File: config.mk
export PLATFORM = sky130hd
export DESIGN_NAME = if_fetch_unit
export DESIGN_NICKNAME = d
export VERILOG_FILES = /design/src/rtl/if_fetch_unit.sv
export SDC_FILE = /design/constraint.sdc
export NUM_CORES = 1
export LEC_CHECK = 0
export CORE_MARGIN = 3
export CORE_UTILIZATION = 55
export CTS_CLUSTER_DIAMETER = 200
export DETAILED_ROUTE_END_ITERATION = 6
export PLACE_DENSITY = 0.84
export SLEW_MARGIN = 20
export SYNTH_ARGS = -nofsm -noshare
export SYNTH_HDL_FRONTEND = slang
export SYNTH_SLANG_ARGS = --single-unit
File: constraint.sdc
create_clock -name clk -period 11.5 [get_ports clk]
set_clock_uncertainty 0.2 [all_clocks]
set_input_delay 2.3 -clock clk [delete_from_list [all_inputs] [get_ports clk]]
set_output_delay 2.3 -clock clk [all_outputs]
set_load 0.02 [all_outputs]
File: src/rtl/if_fetch_unit.sv
// IF-stage fetch engine: owns the fetch PC, issues one outstanding imem request, and buffers {pc,inst} for IF/ID.
// Latency: a response accepted at edge N is visible on inst_valid/inst_out/pc_out from cycle N+1 (registered buffer).
// Backpressure: pc_en_if=0 holds the head entry; a full buffer or an outstanding request blocks new requests.
//
// Ports:
//   clk, rst                      rising-edge clock, asynchronous active-high reset
//   pc_en_if                      IF/ID takes the head entry this cycle (0 = stall)
//   redirect_valid, redirect_pc   taken branch/jump: restart fetch at redirect_pc, flush buffer
//   imem_req_valid/ready/addr     fetch request handshake to instruction memory
//   imem_resp_valid/data          single-cycle response pulse from instruction memory
//   inst_valid, inst_out, pc_out  head entry of the instruction buffer (NOP_INST / 0 when empty)
module if_fetch_unit #(
  parameter logic [31:0] RESET_PC   = 32'h0000_0000,
  parameter int          FIFO_DEPTH = 2,
  parameter logic [31:0] NOP_INST   = 32'h0000_0013
) (
  input  logic        clk,
  input  logic        rst,
  input  logic        pc_en_if,
  input  logic        redirect_valid,
  input  logic [31:0] redirect_pc,
  output logic        imem_req_valid,
  input  logic        imem_req_ready,
  output logic [31:0] imem_req_addr,
  input  logic        imem_resp_valid,
  input  logic [31:0] imem_resp_data,
  output logic        inst_valid,
  output logic [31:0] inst_out,
  output logic [31:0] pc_out
);

  localparam int PW = $clog2(FIFO_DEPTH);
  localparam int CW = PW + 1;

  // IDLE: nothing outstanding; WAIT: one live request; DROP: outstanding response is stale
  typedef enum logic [1:0] {IDLE, WAIT, DROP} state_t;

  state_t          state;
  state_t          state_nxt;
  logic [31:0]     fetch_pc;
  logic [31:0]     fetch_pc_nxt;
  logic [31:0]     req_pc;
  logic [CW-1:0]   count;
  logic [PW-1:0]   wr_ptr;
  logic [PW-1:0]   rd_ptr;
  logic [31:0]     buf_pc   [FIFO_DEPTH];
  logic [31:0]     buf_inst [FIFO_DEPTH];
  logic            req_fire;
  logic            latch_req;
  logic            push;
  logic            pop;

  // Only request from IDLE with a free slot, so the single in-flight response always fits.
  assign imem_req_valid = !rst && (state == IDLE) && (count < CW'(FIFO_DEPTH));
  assign imem_req_addr  = fetch_pc;
  assign req_fire       = imem_req_valid && imem_req_ready;

  assign inst_valid = (count != '0);
  assign inst_out   = inst_valid ? buf_inst[rd_ptr] : NOP_INST;
  assign pc_out     = inst_valid ? buf_pc[rd_ptr]   : 32'h0000_0000;

  // A redirect flushes the buffer, so it also cancels any pop this cycle.
  assign pop = inst_valid && pc_en_if && !redirect_valid;

  always_comb begin
    state_nxt    = state;
    fetch_pc_nxt = fetch_pc;
    latch_req    = 1'b0;
    push         = 1'b0;
    case (state)
      IDLE: begin
        if (req_fire) begin
          latch_req = 1'b1;
          if (redirect_valid) begin
            // the request just issued belongs to the abandoned path
            state_nxt = DROP;
          end else begin
            state_nxt    = WAIT;
            fetch_pc_nxt = fetch_pc + 32'd4;
          end
        end
      end
      WAIT: begin
        if (imem_resp_valid) begin
          state_nxt = IDLE;
          push      = !redirect_valid;
        end else if (redirect_valid) begin
          state_nxt = DROP;
        end
      end
      DROP: begin
        if (imem_resp_valid) begin
          state_nxt = IDLE;
        end
      end
      default: state_nxt = IDLE;
    endcase
    if (redirect_valid) begin
      fetch_pc_nxt = redirect_pc;
    end
  end

  always_ff @(posedge clk or posedge rst) begin
    if (rst) begin
      state    <= IDLE;
      fetch_pc <= RESET_PC;
      req_pc   <= RESET_PC;
    end else begin
      state    <= state_nxt;
      fetch_pc <= fetch_pc_nxt;
      if (latch_req) begin
        req_pc <= fetch_pc;
      end
    end
  end

  always_ff @(posedge clk or posedge rst) begin
    if (rst) begin
      count  <= '0;
      wr_ptr <= '0;
      rd_ptr <= '0;
    end else if (redirect_valid) begin
      count  <= '0;
      wr_ptr <= '0;
      rd_ptr <= '0;
    end else begin
      if (push) begin
        wr_ptr <= wr_ptr + PW'(1);
      end
      if (pop) begin
        rd_ptr <= rd_ptr + PW'(1);
      end
      if (push && !pop) begin
        count <= count + CW'(1);
      end else if (pop && !push) begin
        count <= count - CW'(1);
      end
    end
  end

  // Storage needs no reset: empty entries are masked at the outputs.
  always_ff @(posedge clk) begin
    if (push) begin
      buf_pc[wr_ptr]   <= req_pc;
      buf_inst[wr_ptr] <= imem_resp_data;
    end
  end

endmodule

---- Word-level counts from Yosys, hierarchy flattened ----
Memory sizes are Yosys's and may differ from the RTL's.
Cells that the tools add are included.
operators by class
  reductions and logical operators ........ 20
  multiplexer cells ....................... 24
  order comparisons ....................... 1
  add/sub/neg operators ................... 5
  equal/unequal tests ..................... 5
operator list
  operator               number
  $mux 32                5
  $add 32x3->32 const B  1
  $mux 2                 8
  $mux 1                 10
  $reduce_bool 2->1      5
  $logic_and 1x1->1      7
  $pmux 2 s3             1
  $logic_not 1->1        4
  $ne 2x2->1 const B     2
  $ne 3x3->1 const B     1
  $reduce_and 3->1       1
  $reduce_bool 3->1      1
  $add 1x1->1 const B    2
  $add 2x1->2 const B    1
  $eq 2x1->1 const B     1
  $eq 2x2->1 const B     1
  $logic_not 2->1        1
  $lt 2x2->1 const B     1
  $reduce_and 2->1       1
  $sub 2x1->2 const B    1
storage, ports and cells
  bits of input ports ..................... 70
  RAM bits ................................ 128
  output and inout bits ................... 98
  bits in registers ....................... 70
  memories ................................ 2
memory list
  name      depth  width  read ports  clocked after memory_dff  write ports  line  text
  buf_inst  2      32     1           0                         1            47    logic [31:0] buf_inst [FIFO_DEPTH];
  buf_pc    2      32     1           0                         1            46    logic [31:0] buf_pc [FIFO_DEPTH];

---- Longest topological paths before layout ----
Gate-level depths: netlist of run 1.
  word-level depth ........................ 8
  gate-level depth with buffers ........... 6
  gate-level depth less buffers ........... 5

---- Worst setup path before layout of run 1 ----
No wires, ideal clock.
  path kind ............................... input -> register
  start point ............................. input redirect_valid
  end point ............................... memory buf_inst[1][0], enable pin
  cell stages on the path ................. 3
  slack ................................... 3.302 ns
  buffers on the path ..................... 2
  arrival ................................. 7.420 ns
  setup time .............................. 0.578 ns
  cells stage by stage .................... clkbuf_1 -> clkbuf_1 -> nor3b_1
between the ends
  longest elaborated chain between the ends .. 5
ends and longest elaborated chain
  what                          line  text
  start: declaration            20    input logic redirect_valid,
  $logic_not 1->1               86    push = !redirect_valid;
  $mux 1                        84    if (imem_resp_valid) begin
  $mux 1                        70    case (state)
  $mux 1                        143   if (push) begin
  $mux 1 (implied by the code)  145   buf_inst[wr_ptr] <= imem_resp_data;
  end: declaration              47
No other way between the ends.

---- Worst setup path in the final report of run 1 ----
  start point ............................. input rst
  end point ............................... output imem_req_valid
between the ends
  longest elaborated chain between the ends .. 3
ends and longest elaborated chain
  what                             line  text
  start: declaration               18    input logic rst,
  $logic_not 1->1 (no line)        n/a
  $logic_and 1x1->1 (2 in series)  54    assign imem_req_valid = !rst && (state == IDLE) && (count < CW'(FIFO_DEPTH));
  end: declaration                 22    output logic imem_req_valid,
No other way between the ends.

==> results of run 1 <==
[through the flow]
step / hold WS (ps) / cells / total power, uW / setup slack [ps]
after detailed placement: 258.4 / 932 / 1060 / 5163
after global routing: 287.8 / 965 / 1633 / 5060
after CTS: 271.9 / 964 / 1585 / 5144
after global placement: 246.6 / 932 / 1047 / 5138
final: 271.8 / 965 / 1579 / 5158
after floorplan: 236.6 / 607 / 967.5 / 3302
[critical path, stage by stage]
cell	delay [ps]
clkdlybuf4s50_1	470
nor4_4	170
buf_4	260
clkdlybuf4s50_1	630
[registers in the layout, summed over array words and instances, names as in the netlist]
register	cells
state	2
buf_pc	64
rd_ptr	1
buf_inst	64
wr_ptr	1
count	2
imem_req_addr	32
req_pc	32
[power by group]
part / total, uW / internal (uW) / switching [uW] / leakage [uW]
clock: 532 / 281 / 251 / 0.000266
sequential: 873 / 825 / 48.3 / 0.00198
combinational: 174 / 90.3 / 83.4 / 0.00141
[Yosys cell counts (2+ instances only)]
cell type	count	area, sq um
xor2_1	8	70.07
and3_1	7	43.79
mux2_2	27	304.0
o31ai_1	13	97.59
o211ai_1	2	15.01
clkbuf_1	28	105.1
o31a_1	2	17.52
inv_1	9	33.78
nor2_1	87	326.6
nand2_1	35	131.4
mux2i_1	66	660.6
a21o_1	2	15.01
nand2b_1	3	18.77
o21ai_0	16	80.08
and4_1	7	61.31
nor4_1	3	18.77
or4_1	13	97.59
a21oi_1	3	15.01
a311o_1	3	30.03
buf_1	2	7.510
a31oi_1	14	87.58
xnor2_1	2	17.52
nand3b_1	2	15.01
nor3_1	4	20.02
dfrtp_1	70	1752
edfxtp_1	128	3844
or3_1	2	12.51
buf_2	4	20.02
nand3_1	15	75.07
and2_1	4	25.02
nand4_1	16	100.1
[final timing paths]
kind / end / cells past startpoint
worst min-delay path: buf_pc[0][0] / 0
worst max-delay path: imem_req_valid / 4
max in group asynchronous: rd_ptr / 3
worst min register to register: buf_pc[0][0] / 0
worst max register to register: imem_req_addr[21] / 5
min in group asynchronous: state[0] / 2
[cells by family after synthesis]
family,after synthesis
adder cells (fa/ha/maj),1
AO/OA/AOI/OAI,60
buffers and inverters,43
XOR/XNOR,10
flip-flops,198
AND/OR/NAND/NOR,202
multiplexers,93
[layer usage]
metal  share of wire  GRT usage  vias up
met5               0          0        -
met4           0.014    0.07928        0
met3           0.083    0.05250       22
met2            0.47     0.3564      288
met1            0.43     0.3114     2758
li1                -          -     2587
[cell type report]
cell class	instances	area [sq um]	area share
tap	184	230.2	0.02168
clock inverter	13	86.33	0.008128
sequential	198	5599	0.5272
timing repair buffer	176	1759	0.1656
clock buffer	19	442.9	0.04170
multi-input combinational	366	2470	0.2325
inverter	9	33.78	0.003181
==> impl_metrics.ini, run 1 <==
[layout]
final_common_cell = clkdlybuf4s50_1
fin_nets = 839
final_cell_mix = clkdlybuf4s50_1 (167), edfxtp_1 (128), nor2_1 (86), dfrtp_1 (69), mux2i_1 (66)
drive_gt1_frac = 0.09475
final_core_util = 0.7280
syn2layout_area_growth_pct = 29.31
antenna_cells = 0
fillers = 937
final_area_sq_um = 10620

[critical_path]
cp_data_required_time_ps = 9000
worst_ep_arrival_time_ps = 3840
reg2reg_slack_ps = 8830
endpoint_kind = output port
cp-start-kind = input port
crit_type = in2out
reg2reg_from = count[1]
cp-startpoint = rst
crit_fanout = 17

[placed_design]
portBuffers = 167
globalplace.congestion = 0.8697
hpwl_mm = 12.23
post_dp_cell_area_sq_um = 10060

[cts]
cts.sinks = 198
cts_setup_buffers = 0
postCtsResizedCells = 0
clk_latency_ps = 420
htree_num_levels = 4
hold_buffers = 0
cts_made_buffers = 17
cts_tree = built
clk_pin_slew_ps = 70
cts-root-buf = clkbuf_16
clock_path_buffers = 2

[sta]
min_period_ps = 6342
setup_viol = 0
fmax_mhz = 157.7
rsz0062_at_grt = no
finalHoldViolCount = 0
setup_tns_ps = 0
tightestPinTransition_ps = 1052
slew_viol_final = 0
maxSlewHeadroom = 0.2983
period_share = 0.5515

[logic_synthesis]
synth-seq-cells = 198
synth_adder_area_share = 0.001523
ys_seq_area_frac = 0.6812
synth_edf_count = 128
synth_mux_area_frac = 0.1174
ys_warn_count = 0
ys_types = 41
synthXorXnorAreaFrac = 0.01066
avgSynthCellArea_sq_um = 13.53
synth_top_family_by_area = simple AND/OR/NAND/NOR gates
synth_compound_area_frac = 0.04874
yosys_most_used_dff = edfxtp_1
async_flop_share = 0.3535
synth-simple-area-share = 0.1202
syn-num-nets = 678
syn_inst = 607
synth_area_sq_um = 8214

[drt]
ant_nets = 0
viasPerCell = 5.860
wl_per_cell_um = 18.91
first_iter_violations = 486
first_pass_iters = 7
post-route-drc-count = 0
wl_mm = 18.25
num_vias = 5655

[floorplan]
coreArea_sq_um = 14590
initial_core_util = 0.5630
ios = 168
rows = 44
die_h_um = 128.2
die-area_sq_um = 16440
die_w_um = 128.2

[run]
drv_cap = 0

[power_and_ir_drop]
powerDensity_nw_per_um2 = 148.7
leakage_uw = 0.003658
irDropWorstVdd_uv = 117.6

[global_routing]
antenna_found_initial = 0
grt_use_total = 0.2261
grt_max_degree = 66
grt_pass1_vias = 5658
grt_pass1_wl_mm = 28.81
grt_remaining_overflow = 0

[worst_hold_path]
hold_path.class = reg2reg
min_from = req_pc[0]

[status]
status = finished, final reports clean
(Power assumes the default switching activity.)
==> run 2: changes to the inputs <==
CORE_UTILIZATION = 46   (was 55)
PLACE_DENSITY = 0.75   (was 0.84)
clock period = 5.3 ns   (was 11.5 ns; I/O delays follow)
==> impl_metrics.ini, run 2 (same netlist as run 1, synthesis figures left out) <==
[status]
status = finished, final reports clean

[power_and_ir_drop]
leakage_uw = 0.003671
irDropWorstVdd_uv = 245.2
powerDensity_nw_per_um2 = 326.8

[floorplan]
rows = 48
coreArea_sq_um = 17420
initial_core_util = 0.4716
die_h_um = 139.6
die_w_um = 139.6
ios = 168
die-area_sq_um = 19500

[global_routing]
antenna_found_initial = 0
grt_remaining_overflow = 0
grt_pass1_vias = 5579
grt_pass1_wl_mm = 29.19
grt_use_total = 0.1893
grt_max_degree = 66

[critical_path]
endpoint_kind = output port
critical_path.top_delay_family = buffers and inverters
cp-start-kind = register
crit_cells = 4
crit_type = reg2out
worst_ep_arrival_time_ps = 2690
cp-startpoint = count[1]
critical_path.cell_chain = nor2_4, buf_4, nor2_1, clkdlybuf4s50_1
critPathSlowestCell = nor2_4
reg2reg_from = count[1]
crit_buf_inv = 2
slowest_delay_ps = 690
crit_fanout = 35
cp_data_required_time_ps = 4040
reg2regPathDepth = 5

[worst_hold_path]
hold_depth = 0
min_from = req_pc[17]
hold_path.class = reg2reg

[sta]
fmax_mhz = 253.3
tightestPinTransition_ps = 941.4
setup_tns_ps = 0
rsz0062_at_grt = no
setup_viol = 0
slew_viol_final = 0
maxSlewHeadroom = 0.3724
min_period_ps = 3947
finalHoldViolCount = 0
period_share = 0.7447

[cts]
clk_latency_ps = 430
clock_path_buffers = 2
hold_buffers = 0
cts.sinks = 198
postCtsResizedCells = 0
cts_made_buffers = 17
htree_num_levels = 4
cts_tree = built
cts_setup_buffers = 0
cts-root-buf = clkbuf_16
clk_pin_slew_ps = 70

[placed_design]
globalplace.congestion = 0.8943
hpwl_mm = 12.36
post_dp_cell_area_sq_um = 10120
portBuffers = 167

[drt]
viasPerCell = 5.489
first_pass_iters = 4
num_vias = 5522
first_iter_violations = 416
wl_per_cell_um = 18.02
post-route-drc-count = 0
ant_nets = 0
wl_mm = 18.13

[layout]
final_common_cell = clkdlybuf4s50_1
drive_gt1_frac = 0.09219
fin_nets = 839
final_cell_mix = clkdlybuf4s50_1 (166), edfxtp_1 (128), nor2_1 (86), dfrtp_1 (69), mux2i_1 (66)
reg.largest.list = buf_inst (64), buf_pc (64)
final_area_sq_um = 10720
syn2layout_area_growth_pct = 30.46
antenna_cells = 0

[run]
drv_cap = 0
## run 2: final timing paths
| kind | slack [ps] | end |
|---|---|---|
| max | 1350 | inst_out[16] |
| min | 270 | buf_pc[1][17] |
| max reg2reg | 2620 | imem_req_addr[21] |
| min reg2reg | 270 | buf_pc[1][17] |
| max in group asynchronous | 2970 | imem_req_addr[30] |
| min in group asynchronous | 1020 | count[1] |
## run 2: layer usage
metal | vias up | routed length [um] | GRT usage
li1 | 2583 | - | -
met1 | 2716 | 8014 | 0.2520
met2 | 199 | 8854 | 0.3135
met3 | 24 | 1001 | 0.04261
met4 | 0 | 258 | 0.05762
met5 | - | 0 | 0
## run 2: final cells by class
class | instances | area (sq um)
Clock buffer | 21 | 440.4
Clock inverter | 11 | 125.1
Fill cell | 1373 | 6700
Inverter | 9 | 33.78
Multi-Input combinational cell | 366 | 2482
Sequential cell | 198 | 5599
Tap cell | 225 | 281.5
Timing Repair Buffer | 176 | 1754
## run 2: through the flow
stage / cells / utilization / power [uW] / hold WS [ps] / setup slack [ps]
2_1_floorplan: 607 / - / 2099 / 236.6 / 619.0
3_3_place_gp: 973 / 0.5813 / 2276 / 245.0 / 1453
3_5_place_dp: 973 / 0.5813 / 2301 / 254.8 / 1444
4_1_cts: 1005 / 0.6137 / 3531 / 270.6 / 1276
5_1_grt: 1006 / 0.6153 / 3650 / 280.0 / 1150
6_report: 1006 / 0.6153 / 3502 / 267.0 / 1353
## run 2: power breakdown
group,internal (uW),switching [uW]
Combinational,196,178
Sequential,1790,105
Clock,697,537
Total,2680,819
## run 2: worst reg2reg max path, stage by stage, from the launching register on
cell	delay, ps
dfrtp_1	490
nor4_4	320
buf_4	270
nand4_1	480
or4_1	670
a31oi_1	170
